## config.mk

```make
export PLATFORM = sky130hd
export DESIGN_NAME = mem_access_ctrl_flat
export DESIGN_NICKNAME = d
export VERILOG_FILES = /design/src/rtl/mem_access_ctrl_if.sv /design/src/rtl/mem_access_ctrl.sv /design/src/flat_wrapper.sv
export SDC_FILE = /design/constraint.sdc
export NUM_CORES = 1
export LEC_CHECK = 0
export CAP_MARGIN = 15
export CORE_MARGIN = 1
export CORE_UTILIZATION = 45
export CTS_BUF_LIST = sky130_fd_sc_hd__clkbuf_4
export CTS_CLUSTER_SIZE = 10
export DETAILED_ROUTE_END_ITERATION = 10
export HOLD_SLACK_MARGIN = 0.15
export PLACE_DENSITY = 0.73
export REMOVE_ABC_BUFFERS = 1
export SETUP_SLACK_MARGIN = 0.2
export SLEW_MARGIN = 20
export SYNTH_ARGS = -nofsm -noshare
export SYNTH_HDL_FRONTEND = slang
export SYNTH_SLANG_ARGS = --single-unit
```

## constraint.sdc

```tcl
create_clock -name clk_i -period 3.4 [get_ports clk_i]
set_input_delay 0.68 -clock clk_i [delete_from_list [all_inputs] [get_ports clk_i]]
set_output_delay 0.68 -clock clk_i [all_outputs]
set_load 0.05 [all_outputs]
```

## src/rtl/mem_access_ctrl_if.sv

```systemverilog
// rtl/mem_access_ctrl_if.sv - pipeline and byte-memory signal bundle for mem_access_ctrl
interface mem_access_ctrl_if;
   logic        req_read_i;
   logic        req_write_i;
   logic [31:0] addr_i;
   logic [31:0] wdata_i;
   logic [31:0] rdata_o;
   logic        busy_o;
   logic        done_o;
   logic        err_o;
   logic [31:0] mem_addr_o;
   logic [7:0]  mem_wdata_o;
   logic        mem_read_o;
   logic        mem_write_o;
   logic [7:0]  mem_rdata_i;

   modport slave (
      input  req_read_i, req_write_i, addr_i, wdata_i, mem_rdata_i,
      output rdata_o, busy_o, done_o, err_o,
      output mem_addr_o, mem_wdata_o, mem_read_o, mem_write_o
   );

   modport master (
      output req_read_i, req_write_i, addr_i, wdata_i, mem_rdata_i,
      input  rdata_o, busy_o, done_o, err_o,
      input  mem_addr_o, mem_wdata_o, mem_read_o, mem_write_o
   );
endinterface

```

## src/rtl/mem_access_ctrl.sv

```systemverilog
// rtl/mem_access_ctrl.sv - word load/store serialised into four big-endian byte accesses
module mem_access_ctrl (
   input logic             clk_i,
   input logic             rst_i,
   mem_access_ctrl_if.slave bus
);
   typedef enum logic [1:0] {IDLE, XFER, DONE} state_t;

   state_t      state;
   logic [1:0]  k;
   logic [29:0] word_addr;
   logic [31:0] wdata_q;
   logic [31:0] asm_q;
   logic        is_write;

   logic req;
   logic aligned;
   logic accept;

   assign req     = bus.req_read_i | bus.req_write_i;
   assign aligned = (bus.addr_i[1:0] == 2'b00);
   assign accept  = (state == IDLE) && req && aligned;

   // Stall and error must be visible in the request cycle itself.
   assign bus.busy_o = accept || (state == XFER);
   assign bus.err_o  = (state == IDLE) && req && !aligned;

   function automatic logic [7:0] be_byte(input logic [31:0] w, input logic [1:0] idx);
      case (idx)
         2'd0:    return w[31:24];
         2'd1:    return w[23:16];
         2'd2:    return w[15:8];
         default: return w[7:0];
      endcase
   endfunction

   function automatic logic [31:0] be_put(input logic [31:0] w, input logic [1:0] idx,
                                          input logic [7:0] b);
      logic [31:0] r;
      r = w;
      case (idx)
         2'd0:    r[31:24] = b;
         2'd1:    r[23:16] = b;
         2'd2:    r[15:8]  = b;
         default: r[7:0]   = b;
      endcase
      return r;
   endfunction

   always_ff @(posedge clk_i) begin
      if (rst_i) begin
         state           <= IDLE;
         k               <= 2'd0;
         word_addr       <= '0;
         wdata_q         <= '0;
         asm_q           <= '0;
         is_write        <= 1'b0;
         bus.rdata_o     <= '0;
         bus.done_o      <= 1'b0;
         bus.mem_addr_o  <= '0;
         bus.mem_wdata_o <= '0;
         bus.mem_read_o  <= 1'b0;
         bus.mem_write_o <= 1'b0;
      end else begin
         case (state)
            IDLE: begin
               bus.done_o <= 1'b0;
               if (accept) begin
                  // Write wins when both requests are raised; the read is dropped.
                  word_addr       <= bus.addr_i[31:2];
                  wdata_q         <= bus.wdata_i;
                  is_write        <= bus.req_write_i;
                  k               <= 2'd0;
                  state           <= XFER;
                  bus.mem_addr_o  <= {bus.addr_i[31:2], 2'b00};
                  bus.mem_write_o <= bus.req_write_i;
                  bus.mem_read_o  <= !bus.req_write_i;
                  bus.mem_wdata_o <= bus.req_write_i ? bus.wdata_i[31:24] : 8'h00;
               end
            end
            XFER: begin
               if (!is_write)
                  asm_q <= be_put(asm_q, k, bus.mem_rdata_i);
               if (k == 2'd3) begin
                  state           <= DONE;
                  k               <= 2'd0;
                  bus.done_o      <= 1'b1;
                  bus.mem_addr_o  <= '0;
                  bus.mem_wdata_o <= '0;
                  bus.mem_read_o  <= 1'b0;
                  bus.mem_write_o <= 1'b0;
                  // Last byte arrives on this edge, so merge it directly into the result.
                  if (!is_write)
                     bus.rdata_o <= be_put(asm_q, k, bus.mem_rdata_i);
               end else begin
                  k               <= k + 2'd1;
                  bus.mem_addr_o  <= {word_addr, k + 2'd1};
                  bus.mem_wdata_o <= is_write ? be_byte(wdata_q, k + 2'd1) : 8'h00;
               end
            end
            DONE: begin
               bus.done_o <= 1'b0;
               state      <= IDLE;
            end
            default: state <= IDLE;
         endcase
      end
   end
endmodule

```

## src/flat_wrapper.sv

```systemverilog
// flat-port wrapper written by rule: the top's interface ports become plain ports
module mem_access_ctrl_flat 
  (clk_i, rst_i, bus_req_read_i, bus_req_write_i, bus_addr_i, bus_wdata_i, bus_mem_rdata_i, bus_rdata_o, bus_busy_o, bus_done_o, bus_err_o, bus_mem_addr_o, bus_mem_wdata_o, bus_mem_read_o, bus_mem_write_o);
  mem_access_ctrl_if bus_i ();
  input logic clk_i;
  input logic rst_i;
  input wire logic [$bits(bus_i.req_read_i)-1:0] bus_req_read_i;
  input wire logic [$bits(bus_i.req_write_i)-1:0] bus_req_write_i;
  input wire logic [$bits(bus_i.addr_i)-1:0] bus_addr_i;
  input wire logic [$bits(bus_i.wdata_i)-1:0] bus_wdata_i;
  input wire logic [$bits(bus_i.mem_rdata_i)-1:0] bus_mem_rdata_i;
  output wire logic [$bits(bus_i.rdata_o)-1:0] bus_rdata_o;
  output wire logic [$bits(bus_i.busy_o)-1:0] bus_busy_o;
  output wire logic [$bits(bus_i.done_o)-1:0] bus_done_o;
  output wire logic [$bits(bus_i.err_o)-1:0] bus_err_o;
  output wire logic [$bits(bus_i.mem_addr_o)-1:0] bus_mem_addr_o;
  output wire logic [$bits(bus_i.mem_wdata_o)-1:0] bus_mem_wdata_o;
  output wire logic [$bits(bus_i.mem_read_o)-1:0] bus_mem_read_o;
  output wire logic [$bits(bus_i.mem_write_o)-1:0] bus_mem_write_o;
  assign bus_i.req_read_i = bus_req_read_i;
  assign bus_i.req_write_i = bus_req_write_i;
  assign bus_i.addr_i = bus_addr_i;
  assign bus_i.wdata_i = bus_wdata_i;
  assign bus_i.mem_rdata_i = bus_mem_rdata_i;
  assign bus_rdata_o = bus_i.rdata_o;
  assign bus_busy_o = bus_i.busy_o;
  assign bus_done_o = bus_i.done_o;
  assign bus_err_o = bus_i.err_o;
  assign bus_mem_addr_o = bus_i.mem_addr_o;
  assign bus_mem_wdata_o = bus_i.mem_wdata_o;
  assign bus_mem_read_o = bus_i.mem_read_o;
  assign bus_mem_write_o = bus_i.mem_write_o;
  mem_access_ctrl u_core (.clk_i(clk_i), .rst_i(rst_i), .bus(bus_i));
endmodule
```

==> results.cfg <==
[clock_tree]
clockRootBuffer = clkbuf_4
cts_buffers = 17
clock_latency_ps = 560
cts_setup_buffers = 0
cts_tree = built
cts.sinks = 164
post_cts_resize_count = 0
cts_hold_buf = 0
clockBufferDepth = 2
htreeDepth = 4
clkSlewWorstSetupHoldPaths_ps = 110

[timing]
fin_crit_ps = 3080
worstMarginPinSlew_ps = 753
relSlewSlack = 0.497
finalHoldViolCount = 0
slew_violations = 0
fmax_mhz = 325
final.setup_skew_ps = 19.5
setup_slack_ps = 322
grt_setup_unrepaired = no
setup_viol = 0
period_share = 0.905

[global_routing]
grt_pass1_wl_um = 25000
first_global_vias = 5052
grt_max_degree = 66
antenna_found_initial = 1
grt_use_total = 0.212
gr-total-overflow = 0

[placement]
numPortBuffers = 152
hpwl_um = 10400
preCtsSetupSlack_ps = 343
gp_congestion = 0.747
dp_cells = 1042

[floorplanning]
ios = 153
dieArea_um2 = 15300
rows = 44
coreArea_um2 = 14500
start_util = 0.460
die_h_um = 124
fp.dieW_um = 124

[run_status]
status = complete, no violations

[worst_setup_path]
max_stage_delay_ps = 470
crit_required_ps = 2720
path_cells = clkdlybuf4s50_1 -> or2_1 -> a21oi_1 -> or2_2 -> inv_1 -> buf_4
critPathBufInv = 3
r2r-start = u_core.state[0]
crit_start = bus_req_write_i
crit_arrival_ps = 2400
path_class = input pin to output port
r2r_slack_ps = 1300
slowest_stage = clkdlybuf4s50_1
crit_fanout = 9
cp_top_family = buffers and inverters
end_kind = output port
crit_path_start_kind = input pin

[synthesis]
synthCells = 758
synth_seq_cells = 164
yosysUniqueCellTypes = 34
syn_area_per_cell_um2 = 8.79
yosysWarnings = 0
seq_area_frac_synth = 0.493
netlist_area_um2 = 6660

[routing]
drt-total-wl_um = 16000
routedWlPerCell_um = 14.9
routed_via_density = 5.24
via_count = 5628
top_layer = met4
firstDrtPassIters = 5
wl_met3_um = 1020
drt_iter0_markers = 394
antenna_left = 0
m1WireLength_um = 7510
met2WireLength_um = 7200
drc = 0

[worst_hold_path]
min_from = u_core.bus.rdata_o[5]
hold_path_class = flop to flop

[pwr]
leakage_uw = 0.00288
ir_drop_mv = 0.217
power.density_nw_per_um2 = 444

[final_layout]
finalNonFillerCells = 1075
drive_above_1_share = 0.0764
nets = 960
utilization = 0.585
synthToLayoutAreaGrowth_pct = 27.0

[flow_run]
max-cap-violations = 0
==> path summary, 6_finish.rpt <==
| check | endpoint | cells past startpoint |
|---|---|---|
| worst max-delay path | bus_busy_o | 6 |
| worst max register to register | u_core.bus.rdata_o[22] | 5 |
| worst min register to register | u_core.bus.rdata_o[5] | 2 |
| worst min-delay path | u_core.bus.rdata_o[5] | 2 |
==> metal layers <==
layer  vias to the layer above  track usage
met5                         -            0
met4                         0       0.0806
met3                        15       0.0586
met2                       152        0.321
met1                      2617        0.287
li1                       2844            -
==> placed cells by master (no fill, tap or decap), types with 12 or more instances in the layout <==
master	instances
dfxtp_1	164
mux2i_1	56
o21ai_0	12
nor2_1	58
a211oi_1	16
inv_1	21
clkdlybuf4s50_1	149
a311oi_1	27
clkbuf_4	19
buf_4	16
nand2_1	182
a21oi_1	102
==> sequential cells by signal (all words and copies together), names as in the netlist <==
signal and flops:
u_core.word_addr 30, u_core.bus.mem_read_o 1, u_core.bus.mem_wdata_o 8, u_core.asm_q 24, u_core.bus.done_o 1, u_core.bus.mem_addr_o 31, u_core.bus.mem_write_o 1, u_core.state 2
u_core.k 1, u_core.bus.rdata_o 32, u_core.is_write 1, u_core.wdata_q 32
==> cell usage after synthesis <==
cell	n	share of area
a311oi_1	27	0.035
nor2_1	58	0.033
inv_1	21	0.012
buf_2	21	0.016
nor3b_1	3	0.0034
and3_1	1	0.00094
a21oi_1	102	0.077
a211oi_2	8	0.015
buf_6	6	0.010
nand3_1	2	0.0015
clkbuf_2	2	0.0015
nand3b_1	2	0.0023
nor4b_1	1	0.0013
a31oi_1	4	0.0038
a221oi_2	6	0.014
mux2_2	1	0.0017
nor3b_4	1	0.0028
nand2b_4	1	0.0021
dfxtp_1	164	0.49
ha_1	7	0.013
nor3_2	1	0.0015
a221oi_1	2	0.0026
mux2i_1	56	0.084
nor4_1	1	0.00094
o21bai_1	1	0.0011
nand2_1	182	0.10
or3_1	1	0.00094
or2_2	1	0.00094
clkbuf_1	28	0.016
a211oi_1	16	0.018
o21ai_0	12	0.0090
buf_4	10	0.011
or2_1	1	0.00094
a222oi_1	8	0.012
==> power by group <==
group	total (uW)	internal [uW]	switching, uW
clock	1080	436	643
combinational	624	247	377
sequential	2050	2000	48.2
==> cell families (layout without fill, tap and decap cells) <==
| kind of cell | count (synthesis) | after routing | share of synthesized area |
|---|---|---|---|
| flip-flops | 164 | 164 | 0.493 |
| multiplexers | 57 | 57 | 0.0858 |
| AO/OA/AOI/OAI | 186 | 186 | 0.187 |
| AND/OR/NAND/NOR | 256 | 256 | 0.155 |
| buffers and inverters | 88 | 220 | 0.0663 |
| other | 0 | 1 | 0 |
| adder cells (fa/ha/maj) | 7 | 7 | 0.0131 |
==> final cells by class <==
class                      count  area [um2]
fill                        1375        6020
multi-input combinational    506        2960
clock buffer                  19         143
sequential                   164        3280
timing repair buffer         167        1650
inverter                      21        78.8
antenna                        1        2.50
clock inverter                13         116
tap                          184         230
==> tightest hold or removal path, cell delays in order, from the launching register on <==
cell and delay (ps):
dfxtp_1 320, nand2_1 50, a21oi_1 50
==> metrics by stage <==
stage          setup TNS [ps]  hold slack, ps  area, um2  power [uW]
2_1_floorplan           -8440             430       6300        2430
3_3_place_gp                0             441       8200        2710
3_5_place_dp                0             447       8200        2720
4_1_cts                     0             464       8460        3790
5_1_grt                     0             476       8460        3920
6_report                    0             460       8460        3750
(Power assumes the default switching activity.)
==> edit 1: new RTL, config.mk and constraints unchanged <==
Re-encode `state_t` (3 states) as one-hot, 3 bits wide.
--- a/src/rtl/mem_access_ctrl.sv
+++ b/src/rtl/mem_access_ctrl.sv
@@ -4,7 +4,7 @@
    input logic             rst_i,
    mem_access_ctrl_if.slave bus
 );
-   typedef enum logic [1:0] {IDLE, XFER, DONE} state_t;
+   typedef enum logic [2:0] {IDLE = 3'b001, XFER = 3'b010, DONE = 3'b100} state_t;
 
    state_t      state;
    logic [1:0]  k;
Function: no difference found for any inputs over 4 cycles, from zero or initial values and one cycle with rst_i high; so few cycles prove little.
==> edit 1 against the unedited design <==
- sequential cell count rose by 1
- first-iteration DRC count down 3.0%
- final area shrank 0.71%
- critical endpoint unchanged
- total power decreased by 3.6%
- worst setup slack gained 0.23 ns
- routed wire length up 0.38%
- register-to-register slack lost 0.39 ns
- area after synthesis shrank 2.2%
==> edit 1: results (changes against the unedited design) <==
Yosys
  • Mux contribution to synthesized area: 3.69% (-4.9 points)
  • Post-synthesis sequential area ratio: 50.7% (+1.4 points)
  • Cells after Synth: 789 (+4.1%)
  • Netlist cell types: 32 (-5.9%)

Status
  • Outcome: complete, no violations

Final layout
  • Nets@finish: 986 (+2.7%)
  • Share of layout cells above drive strength 1: 5.46% (-2.2 points)

Critical path
  • Largest fanout on the critical path: 6 (-3)
  • Crit Reg-Reg Startpoint: u_core.k[0]
  • RR Endpoint: u_core.bus.mem_wdata_o[3]
  • Crit path launch: u_core.state[0]

Placed design
  • RD Place Congestion: 0.756 (+1.2%)
  • Placed insts: 1064 (+2.1%)
  • Dpl ws: 0.514 ns (+0.171 ns)

STA
  • Layout Skew: 0.0138 ns (-0.00572 ns)
  • Hold Slack: 0.460 ns (+0.0000200 ns)
  • Final Critical Period: 2.85 ns (-0.228 ns)

Detailed routing
  • Met3 wire length: 1.09 mm (+6.3%)
  • WL met1: 7.28 mm (-3.1%)
  • Initial DRC count: 382 (-3.0%)

Hold path
  • Hold path start: u_core.wdata_q[2]
  • WHS Endpoint: u_core.wdata_q[2]

Global route
  • GR Util met3: 7.71% (+1.9 points)
  • Gr usage total: 22.1% (+0.87 points)
  • Largest net degree at the start of global routing: 88 (+33%)
  • Number of global-route vias before repair: 5356 (+6.0%)
edit 1: cell count changes in the layout (fill, tap and decap cells not counted), sizes merged, moves of 3 or more:
cell    change
nor3        +4
nor2       -17
nand3      +27
o21ai       +5
inv        -17
a221oi      -8
nand2      +20
and2        +7
nor3b       +5
buf         -3
a21oi      +32
mux2i      -32
edit 1: power by group through the flow:
stage / clock network, W / logic [W] / registers [W]
after global placement: 0 / 0.000436 / 0.00207
after detailed placement: 0 / 0.000440 / 0.00207
after floorplan: 0 / 0.000127 / 0.00215
after global routing: 0.00126 / 0.000472 / 0.00203
final: 0.00115 / 0.000440 / 0.00202
after CTS: 0.00118 / 0.000441 / 0.00202
edit 1: area by class of cell:
type | count | area [um2]
Clock inverter | 13 | 139
Inverter | 4 | 15.0
Sequential cell | 165 | 3300
Multi-Input combinational cell | 551 | 2940
Fill cell | 1295 | 5590
Tap cell | 180 | 225
Timing Repair Buffer | 164 | 1640
Clock buffer | 19 | 143
==> edit 2: new RTL, config.mk and constraints unchanged <==
Without the edit above. Register the output `bus.err_o`; this adds one clock of latency there.
--- a/src/rtl/mem_access_ctrl.sv
+++ b/src/rtl/mem_access_ctrl.sv
@@ -23,7 +23,9 @@
 
    // Stall and error must be visible in the request cycle itself.
    assign bus.busy_o = accept || (state == XFER);
-   assign bus.err_o  = (state == IDLE) && req && !aligned;
+   always_ff @(posedge clk_i) begin
+      bus.err_o <= (state == IDLE) && req && !aligned;
+   end
 
    function automatic logic [7:0] be_byte(input logic [31:0] w, input logic [1:0] idx);
       case (idx)
Behaviour: not the same (Yosys sat finds a counterexample within 4 cycles, from zero or initial values and one cycle with rst_i high).
==> edit 2 against the unedited design <==
- first-iteration DRC count rose by 5.1%
- worst setup slack improved by 0.26 ns
- global-route usage barely moved
- final cell count fell by 0.19%
- routed wire length fell by 1.7%
- total power rose by 4.8%
- final area rose by 0.58%
- sequential cell count rose by 1
- area after synthesis fell by 0.17%
==> edit 2: results (changes against the unedited design) <==
STA
  • Final Critical Period: 2.82 ns (-0.260 ns)
  • Slew @ Worst Pin: 0.902 ns (+0.149 ns)
  • Layout Skew: 0.0117 ns (-0.00780 ns)
  • Hold Slack: 0.462 ns (+0.00118 ns)

Power and ir drop
  • Leak pwr: 2.89 nW (+0.61%)
  • Flop pwr share: 52.4% (-2.2 points)
  • Clock network fraction of design power: 31.6% (+2.8 points)
  • Worst VDD drop: 0.230 mV (+6.2%)
  • Switch share: 27.0% (-1.5 points)

Placed design
  • RD Place Congestion: 0.733 (-1.8%)
  • Dpl ws: 0.603 ns (+0.260 ns)
  • Placed insts: 1041 (-0.096%)
  • Placed Area: 0.00820 mm2 (about the same)

Final layout
  • Share of layout cells above drive strength 1: 6.86% (-0.78 points)
  • Nets@finish: 959 (-0.10%)
  • Ant diodes: 0 (-1)
  • Fillers: 1321 (-3.9%)

Critical path
  • CP arrival: 2.14 ns (-0.26 ns)
  • CP delay by family, top: buffers and inverters
  • Largest fanout on the critical path: 5 (-4)
  • Max incr delay on CP: 0.60 ns (+0.13 ns)

CTS
  • Clk_lat worst skew: 0.53 ns (-0.03 ns)
  • CTS Hold Bufs: 0 (unchanged)
  • Postcts setup bufs: 0 (unchanged)

Yosys
  • Post-synth top cells: nand2_1, dfxtp_1, a21oi_1
  • Post-synthesis sequential area ratio: 49.7% (+0.38 points)
  • Cells after Synth: 759 (+0.13%)
  • Top post-synthesis cells by area: dfxtp_1, nand2_1, mux2i_1

Global route
  • Number of global-route vias before repair: 5050 (-0.040%)
  • First-pass GRT wire length: 25.2 mm (+0.41%)
  • Largest net degree at the start of global routing: 106 (+61%)

Detailed routing
  • WL final: 15.7 mm (-1.7%)
  • Via Count: 5592 (-0.64%)
  • Initial DRC count: 414 (+5.1%)

Hold path
  • Worst min-delay path class: flip-flop to flip-flop

Status
  • Outcome: complete, no violations
edit 2: cell types whose count changed in the layout (fill, tap and decap cells not counted), sizes merged, moves of 2 or more:
cell / before / now
clkinv: 9 / 6
buf: 18 / 15
clkbuf: 19 / 21
bufinv: 2 / 4
nand3: 2 / 4
nor2: 58 / 56
edit 2: cells by family (layout without fill, tap and decap cells):
| logic type | Yosys count | after routing | share of synthesized area [%] |
|---|---|---|---|
| and+or+nand+nor | 256 | 256 | 15.5 |
| adders and majority gates | 7 | 7 | 1.32 |
| AOI/OAI and AO/OA | 186 | 186 | 18.3 |
| buffers and inverters | 88 | 218 | 6.60 |
| muxes | 57 | 57 | 8.60 |
| DFF | 165 | 165 | 49.7 |
edit 2: layout make-up:
class / instances / area [um2] / area share, %
Sequential cell: 165 / 3300 / 38.8
Multi-Input combinational cell: 506 / 2930 / 34.5
Clock buffer: 21 / 158 / 1.85
Tap cell: 184 / 230 / 2.70
Clock inverter: 11 / 158 / 1.85
Timing Repair Buffer: 165 / 1650 / 19.4
Inverter: 21 / 78.8 / 0.926
edit 2: worst paths after layout:
kind / from / to / cells past startpoint
setup / recovery: bus_req_write_i / bus_busy_o / 6
hold / removal: u_core.word_addr[19] / u_core.word_addr[19] / 2
hold reg to reg: u_core.word_addr[19] / u_core.word_addr[19] / 2
setup reg to reg: u_core.state[0] / u_core.bus.mem_wdata_o[7] / 4
edit 2: metal layers:
layer	vias up	track usage [%]	wire length, um
met3	10	6.09	1100
li1	2851	-	-
met2	155	32.3	6870
met1	2576	29.1	7600
met5	-	0	0
met4	0	6.63	119
edit 2: worst min-delay path, cell delays in order, from the launching register on:
cell	delay (ns)
dfxtp_1	0.33
nand2_1	0.05
a21oi_1	0.05
